==> src/rtl/random_word_packer.sv <==
// Packs a serial stream of random bits LSB-first into WIDTH-bit words and queues them in a DEPTH-entry FIFO.
// Latency: a completed word appears on out_data/out_valid the cycle after its final bit is accepted.
// Backpressure: bit_ready drops only while the word-completing bit is pending and the FIFO is full.
// Optional macro RANDOM_WORD_PACKER_PARITY_EN adds out_parity (even parity of the head word, stored per entry).
module random_word_packer #(
  parameter int WIDTH = 8,
  parameter int DEPTH = 4
) (
  input  logic                     clk,
  input  logic                     rst,
  input  logic                     clr,
  input  logic                     bit_in,
  input  logic                     bit_valid,
  output logic                     bit_ready,
  output logic [WIDTH-1:0]         out_data,
  output logic                     out_valid,
  input  logic                     out_ready,
`ifdef RANDOM_WORD_PACKER_PARITY_EN
  output logic                     out_parity,
`endif
  output logic [$clog2(DEPTH):0]   count
);

  localparam int PW   = $clog2(DEPTH);
  localparam int CW   = PW + 1;
  localparam int CNTW = $clog2(WIDTH);
`ifdef RANDOM_WORD_PACKER_PARITY_EN
  localparam int ENTRY_W = WIDTH + 1;
`else
  localparam int ENTRY_W = WIDTH;
`endif

  logic [CNTW-1:0]    bit_cnt;
  logic [WIDTH-2:0]   shift_q;
  logic [ENTRY_W-1:0] mem [DEPTH];
  logic [PW-1:0]      wr_ptr;
  logic [PW-1:0]      rd_ptr;

  logic               last_bit;
  logic               accept;
  logic               push;
  logic               pop;
  logic [WIDTH-1:0]   new_word;
  logic [ENTRY_W-1:0] push_entry;
  logic [ENTRY_W-1:0] head;

  // Handshake decode; the completing bit is the only one that ever waits on FIFO space
  always_comb begin
    last_bit   = (bit_cnt == CNTW'(WIDTH - 1));
    bit_ready  = !(last_bit && (count == CW'(DEPTH)));
    accept     = bit_valid && bit_ready;
    push       = accept && last_bit;
    out_valid  = (count != '0);
    pop        = out_valid && out_ready;
    new_word   = {bit_in, shift_q};
`ifdef RANDOM_WORD_PACKER_PARITY_EN
    push_entry = {^new_word, new_word};
`else
    push_entry = new_word;
`endif
    head       = mem[rd_ptr];
    out_data   = head[WIDTH-1:0];
`ifdef RANDOM_WORD_PACKER_PARITY_EN
    out_parity = head[WIDTH];
`endif
  end

  // Bit assembly, FIFO storage and occupancy; rst outranks clr, clr outranks handshakes
  always_ff @(posedge clk) begin
    if (rst) begin
      bit_cnt <= '0;
      shift_q <= '0;
      wr_ptr  <= '0;
      rd_ptr  <= '0;
      count   <= '0;
      for (int i = 0; i < DEPTH; i++) begin
        mem[i] <= '0;
      end
    end else if (clr) begin
      // Stale entries stay in memory; count=0 keeps them hidden
      bit_cnt <= '0;
      wr_ptr  <= '0;
      rd_ptr  <= '0;
      count   <= '0;
    end else begin
      if (accept) begin
        if (last_bit) begin
          bit_cnt <= '0;
        end else begin
          bit_cnt <= bit_cnt + CNTW'(1);
        end
        // Bit k of the word lands in position k; the top bit bypasses the register
        for (int i = 0; i < WIDTH - 1; i++) begin
          if (bit_cnt == CNTW'(i)) begin
            shift_q[i] <= bit_in;
          end
        end
      end
      if (push) begin
        mem[wr_ptr] <= push_entry;
        wr_ptr      <= wr_ptr + PW'(1);
      end
      if (pop) begin
        rd_ptr <= rd_ptr + PW'(1);
      end
      case ({push, pop})
        2'b10:   count <= count + CW'(1);
        2'b01:   count <= count - CW'(1);
        default: count <= count;
      endcase
    end
  end

endmodule

==> config.mk <==
export PLATFORM = sky130hd
export DESIGN_NAME = random_word_packer
export DESIGN_NICKNAME = d
export VERILOG_FILES = /design/src/rtl/random_word_packer.sv
export SDC_FILE = /design/constraint.sdc
export NUM_CORES = 1
export LEC_CHECK = 0
export BUFFER_PORTS_ARGS = -buffer_cell sky130_fd_sc_hd__buf_4
export CAP_MARGIN = 20
export CORE_ASPECT_RATIO = 1.1
export CORE_MARGIN = 2
export CORE_UTILIZATION = 30
export DETAILED_ROUTE_END_ITERATION = 10
export GPL_TIMING_DRIVEN = 0
export MAX_ROUTING_LAYER = met4
export SYNTH_ARGS = -nofsm -noshare
export SYNTH_HDL_FRONTEND = slang
export SYNTH_SLANG_ARGS = --single-unit
==> constraint.sdc <==
create_clock -name clk -period 5.1 [get_ports clk]
set_input_delay 0.765 -clock clk [delete_from_list [all_inputs] [get_ports clk]]
set_output_delay 0.765 -clock clk [all_outputs]
set_load 0.1 [all_outputs]
==> flow_metrics.py, run 1 <==
metrics = {
    "timing": {
        "rsz0062_at_grt": "false",
        "period_minus_slack_ns": 2.78,
        "fin_ws_ns": 2.32,
        "max_freq_mhz": 360,
        "finalCritPeriodShare": 0.545,
        "totalNegativeSetupSlack_ns": 0,
        "fin_skew_ns": 0.00742,
        "relSlewSlack": 0.420,
        "slew_violations": 0,
        "hold_viol": 0,
        "setup_viol": 0,
        "worst_slew_pin_slew_ns": 0.868,
    },
    "pwr": {
        "power.total_uw": 726,
        "peakVddDrop_v": 0.000110,
        "p_leak_uw": 0.000918,
        "powerDensity_nw_per_um2": 271,
    },
    "worst_setup_path": {
        "reg2reg_to": "mem[0][3]$_SDFFCE_PN0P_",
        "crit_type": "reg -> reg",
        "worst-r2r-setup-slack_ns": 2.32,
        "crit_path_start": "bit_cnt[0]$_SDFFE_PP0N_",
        "worstSetupEndpointType": "flop",
        "cp.required_ns": 5.03,
        "crit_family": "compound AO/OA/AOI/OAI gates",
        "cp-start-kind": "flop",
        "critical_path_arrival_ns": 2.71,
        "path_max_fanout": 9,
        "reg2reg_from": "bit_cnt[0]$_SDFFE_PP0N_",
        "path_buf_inv": 1,
        "cp_slowest_cell": "o21bai_1",
        "worst-path-stages": 6,
        "worst_path_most_repeated_cell": "ha_1",
        "rr_worst_depth": 6,
        "max_stage_delay_ns": 0.75,
        "cp-endpoint": "mem[0][3]$_SDFFCE_PN0P_",
        "cp_cell_sequence": "ha_1 > ha_1 > nand2_1 > or4_1 > clkbuf_1 > o21bai_1",
    },
    "placed_design": {
        "post-place-ws_ns": 2.23,
        "gp_congestion": 0.770,
        "hpwl_mm": 3.03,
        "port_buffers": 17,
    },
    "status": {
        "status": "finished clean",
    },
    "route": {
        "first_pass_iters": 4,
        "vias": 1471,
        "vias_per_cell": 4.53,
        "wire_per_inst_um": 13.4,
        "drt_iter0_drc": 89,
        "drc": 0,
        "ant_nets": 0,
        "postRouteWirelength_mm": 4.36,
    },
    "clock_network": {
        "h-tree-depth": 2,
        "cts_tree": "built",
        "postCtsSetupRepairBufs": 0,
        "cts_resized": 0,
        "path_clk_slew_ns": 0.09,
        "clockBufferDepth": 2,
        "numCtsBuffers": 5,
        "cts_sinks": 51,
        "insertion_delay_ns": 0.30,
        "root_buffer": "clkbuf_8",
        "cts_hold_buffers": 0,
    },
    "grt": {
        "grt_pass1_vias": 1471,
        "grt_pass1_wl_mm": 7.36,
        "grt_max_degree": 17,
        "grtUsageTotal": 0.118,
        "antenna_found_initial": 0,
        "gr-total-overflow": 0,
    },
    "yosys": {
        "synth_seq_cells": 51,
        "synth-compound-area-share": 0.0478,
        "synth_xor_area_frac": 0.0151,
        "ys_seq_area_frac": 0.576,
        "synthCells": 195,
        "synthAdderAreaFrac": 0.0462,
        "synthMuxAreaShare": 0.108,
        "synth_top_family_by_area": "simple AND/OR/NAND/NOR gates",
        "syn_avg_cell_area_um2": 11.9,
        "synth-warning-count": 0,
        "synth-simple-area-share": 0.172,
        "ys_types": 38,
        "netlist_area_um2": 2330,
        "syn_nets": 209,
    },
    "floorplan": {
        "start_util": 0.311,
        "die_area_um2": 8480,
        "ios": 19,
        "core_area_um2": 7470,
        "die_w_um": 88.0,
        "rows": 33,
        "dieHeight_um": 96.4,
    },
    "hold_path": {
        "hp-start": "shift_q[0]$_SDFFE_PP0P_",
        "whs_path_depth": 2,
        "hold_path.class": "reg -> reg",
    },
    "finish": {
        "nFillCells": 748,
        "seqCellArea_um2": 1340,
        "final_common_cell": "nor2_1",
        "nets": 233,
        "antenna_cells": 0,
        "multiInputGateArea_um2": 903,
        "syn_to_final_growth_pct": 14.9,
        "layout_common_cells": "40 x nor2_1, 32 x edfxtp_1, 19 x dfxtp_1, 17 x buf_4, 11 x nand2_1",
        "drive_gt1_frac": 0.182,
    },
    "run": {
        "cap_violations": 0,
    },
}
==> state kept, by name, indices dropped and copies added (netlist names), named ones only <==
signal	cells
bit_cnt	3
rd_ptr	2
count	3
mem	32
shift_q	7
wr_ptr	2
==> final cells by class <==
cell class              count  area share
plain buffers              11      0.0182
well taps                 105      0.0491
multi-input cells         124       0.338
inverters                   9      0.0126
clock inverters             3     0.00748
repair buffers             17      0.0477
clock buffers               5      0.0257
flip-flops and latches     51       0.501
==> worst reg2reg max path, stage by stage (launching register included) <==
cell and delay, ns:
dfxtp_1 0.41, ha_1 0.20, ha_1 0.23, nand2_1 0.11, or4_1 0.47, clkbuf_1 0.25, o21bai_1 0.75
==> worst min path at each step <==
stage | end | slack (ns)
after floorplan | shift_q[0]$_SDFFE_PP0P_ | 0.45
after global placement | shift_q[0]$_SDFFE_PP0P_ | 0.46
after detailed placement | shift_q[0]$_SDFFE_PP0P_ | 0.47
after CTS | shift_q[0]$_SDFFE_PP0P_ | 0.48
after global routing | shift_q[0]$_SDFFE_PP0P_ | 0.50
final | shift_q[0]$_SDFFE_PP0P_ | 0.48
==> logic make-up (layout without fill, tap and decap cells) <==
group,Yosys count,count (layout)
and+or+nand+nor,81,81
DFF,51,51
buffers and inverters,20,45
AOI/OAI and AO/OA,16,16
muxes,15,15
adders and majority gates,8,8
xor gates and xnor gates,4,4
==> layer usage <==
| metal | global-route usage | vias to the layer above | part of all wire |
|---|---|---|---|
| li1 | - | 740 | - |
| met5 | - | - | 0 |
| met3 | 0.0229 | 6 | 0.031 |
| met4 | 0.0269 | 0 | 0.0094 |
| met2 | 0.205 | 16 | 0.50 |
| met1 | 0.142 | 709 | 0.46 |
==> metrics by stage <==
stage / area [um^2] / hold slack, ns / instances / utilization
after CTS: 2680 / 0.482 / 325 / 0.358
after global placement: 2590 / 0.464 / 317 / 0.346
after floorplan: 2330 / 0.449 / 195 / -
after detailed placement: 2590 / 0.466 / 317 / 0.346
final: 2680 / 0.481 / 325 / 0.358
after global routing: 2680 / 0.502 / 325 / 0.358
==> synthesized netlist by cell type <==
master / number / area (um^2)
nand4_1: 6 / 37.5
nand2b_1: 8 / 50.1
o22ai_1: 1 / 6.26
clkinv_1: 1 / 3.75
xnor2_1: 1 / 8.76
or4_1: 2 / 15.0
a211oi_1: 1 / 7.51
nor2_1: 40 / 150
o21bai_1: 2 / 15.0
and4_1: 1 / 8.76
nand4bb_1: 1 / 11.3
or4b_1: 1 / 10.0
xor2_1: 3 / 26.3
a21oi_1: 4 / 20.0
o32ai_1: 1 / 8.76
clkbuf_1: 4 / 15.0
nand2_1: 11 / 41.3
or3_1: 3 / 18.8
mux2i_1: 7 / 70.1
a41o_1: 1 / 10.0
fa_1: 1 / 20.0
dfxtp_1: 19 / 380
nand3b_1: 1 / 7.51
o21bai_2: 1 / 11.3
nor3b_2: 1 / 12.5
ha_1: 7 / 87.6
and2_1: 1 / 6.26
buf_1: 1 / 3.75
o31a_1: 1 / 8.76
or2_0: 1 / 6.26
nand3_1: 1 / 5.00
buf_2: 6 / 30.0
nor2b_1: 3 / 18.8
o311ai_0: 1 / 8.76
o21ai_0: 3 / 15.0
inv_1: 8 / 30.0
edfxtp_1: 32 / 961
mux4_2: 8 / 180
==> power by group <==
group / total, uW / switching, uW / internal (uW)
sequential: 450 / 3.37 / 446
clock: 227 / 131 / 95.8
combinational: 49.3 / 35.1 / 14.1
No activity file was read; power rests on OpenSTA's default activity.
==> inputs of run 2 (changes only) <==
==> constraint.sdc (replaced) <==
create_clock -name clk -period 2.5 [get_ports clk]
set_input_delay 0.375 -clock clk [delete_from_list [all_inputs] [get_ports clk]]
set_output_delay 0.375 -clock clk [all_outputs]
set_load 0.1 [all_outputs]
==> flow_metrics.py, run 2 (synthesis gave the netlist of run 1 again) <==
metrics = {
    "worst_setup_path": {
        "worst-r2r-setup-slack_ns": 0.19,
        "worst_path_most_repeated_cell": "ha_1",
        "cp_slowest_cell": "fa_1",
        "crit_type": "reg -> reg",
        "cp.required_ns": 2.73,
        "max_stage_delay_ns": 0.37,
        "cp-start-kind": "flop",
        "worstSetupEndpointType": "flop",
        "path_max_fanout": 5,
        "cp_cell_sequence": "ha_1 > ha_2 > nand2_2 > nor2_1 > clkinv_2 > ha_1 > inv_1 > fa_1 > xor2_1 > or3_1 > a21oi_1",
        "critical_path_arrival_ns": 2.54,
    },
    "timing": {
        "setup_viol": 0,
        "relSlewSlack": 0.667,
        "slew_violations": 0,
        "period_minus_slack_ns": 2.31,
        "hold_viol": 0,
        "worst_slew_pin_slew_ns": 0.499,
        "fin_skew_ns": 0.00149,
        "finalCritPeriodShare": 0.923,
        "max_freq_mhz": 433,
        "rsz0062_at_grt": "false",
    },
    "floorplan": {
        "rows": 33,
        "die_w_um": 88.0,
        "die_area_um2": 8480,
        "ios": 19,
        "dieHeight_um": 96.4,
        "core_area_um2": 7470,
        "start_util": 0.311,
    },
    "clock_network": {
        "insertion_delay_ns": 0.30,
        "clockBufferDepth": 2,
        "cts_tree": "built",
        "root_buffer": "clkbuf_8",
        "cts_sinks": 51,
        "numCtsBuffers": 5,
        "h-tree-depth": 2,
        "path_clk_slew_ns": 0.09,
    },
    "route": {
        "vias_per_cell": 4.50,
        "drt_iter0_drc": 85,
        "first_pass_iters": 4,
        "drc": 0,
        "vias": 1466,
        "ant_nets": 0,
        "wire_per_inst_um": 13.6,
        "postRouteWirelength_mm": 4.43,
    },
    "grt": {
        "grt_pass1_wl_mm": 7.22,
        "grt_max_degree": 16,
        "gr-total-overflow": 0,
        "grt_pass1_vias": 1451,
        "grtUsageTotal": 0.117,
        "antenna_found_initial": 0,
    },
    "finish": {
        "reg_top3": "mem x32, shift_q x7",
        "largest_reg_flops": 32,
        "drive_gt1_frac": 0.226,
        "regMostFlops": "mem",
        "layout_common_cells": "40 x nor2_1, 32 x edfxtp_1, 18 x buf_4, 16 x dfxtp_1, 10 x nand2_1",
        "antenna_cells": 0,
        "final_common_cell": "nor2_1",
        "nets": 234,
        "post-route-util": 0.371,
        "nFillCells": 738,
        "syn_to_final_growth_pct": 19.2,
    },
    "placed_design": {
        "port_buffers": 17,
        "gp_congestion": 0.761,
        "hpwl_mm": 3.07,
    },
    "pwr": {
        "power.total_uw": 1690,
        "seq_power_share": 0.543,
        "clockPowerShare": 0.393,
        "peakVddDrop_v": 0.000191,
        "pwr-share-comb": 0.064,
        "switching_share": 0.203,
        "p_leak_uw": 0.000961,
        "powerDensity_nw_per_um2": 608,
        "power_switching_uw": 343,
        "p_int_uw": 1340,
    },
    "run": {
        "cap_violations": 0,
    },
    "hold_path": {
        "hold_path.class": "in -> reg",
    },
    "status": {
        "status": "finished clean",
    },
}
[run 2: worst max-delay path: cells and delay by family (launching register included)]
family / cells / cell delay, ns
AO/OA/AOI/OAI: 1 / 0.15
XOR/XNOR: 1 / 0.15
AND/OR/NAND/NOR: 3 / 0.46
buffers and inverters: 2 / 0.13
flip-flops: 1 / 0.36
adder cells (fa/ha/maj): 4 / 0.99
[run 2: timing repair]
action                                  CTS  global route
pin swaps                                 0             1
resized for setup                         4             3
gates cloned                              0             0
endpoints found under the setup margin   18            17
buffers inserted                          1             1
hold buffers                              0             0
[run 2: per-layer routing]
| layer | track usage | up-vias | share of wire | routed length [um] |
|---|---|---|---|---|
| li1 | - | 741 | - | - |
| met1 | 0.128 | 706 | 0.42 | 1870 |
| met2 | 0.213 | 14 | 0.54 | 2390 |
| met3 | 0.0229 | 5 | 0.020 | 90 |
| met4 | 0.0385 | 0 | 0.015 | 66 |
| met5 | - | - | 0 | 0 |
[run 2: power groups by stage]
stage,Sequential (uW),Clock [uW],Combinational (uW)
finish,917,663,107
global route,920,713,115
CTS,918,681,105
detailed placement,937,0,102
global placement,936,0,102
floorplan,934,0,75.2
[run 2: metrics by stage]
stage               cell area [um^2]  std cells  setup TNS (ns)  hold slack (ns)  setup slack (ns)
floorplan                       2330        195               0            0.449           0.00528
global placement                2590        317           -3.00            0.464            -0.298
detailed placement              2590        317           -3.70            0.466            -0.372
CTS                             2750        326               0            0.386            0.0716
global route                    2780        326               0            0.417            0.0231
finish                          2780        326               0            0.384             0.193
[run 2: final cells by class]
class                   count  area (um^2)  area share
flip-flops and latches     51         1350       0.485
multi-input cells         124          931       0.335
repair buffers             19          155      0.0559
well taps                 105          131      0.0473
clock buffers               6         72.6      0.0261
clock inverters             2         60.1      0.0216
plain buffers              10         45.0      0.0162
inverters                   9         35.0      0.0126
[run 2: path summary, 6_finish.rpt]
| check | to | startpoint | depth (start not counted) |
|---|---|---|---|
| max | count[2]$_SDFFE_PP0P_ | bit_cnt[0]$_SDFFE_PP0N_ | 11 |
| min | shift_q[6]$_SDFFE_PP0P_ | rst | 3 |
| max reg2reg | count[2]$_SDFFE_PP0P_ | bit_cnt[0]$_SDFFE_PP0N_ | 11 |
| min reg2reg | shift_q[1]$_SDFFE_PP0P_ | shift_q[1]$_SDFFE_PP0P_ | 2 |
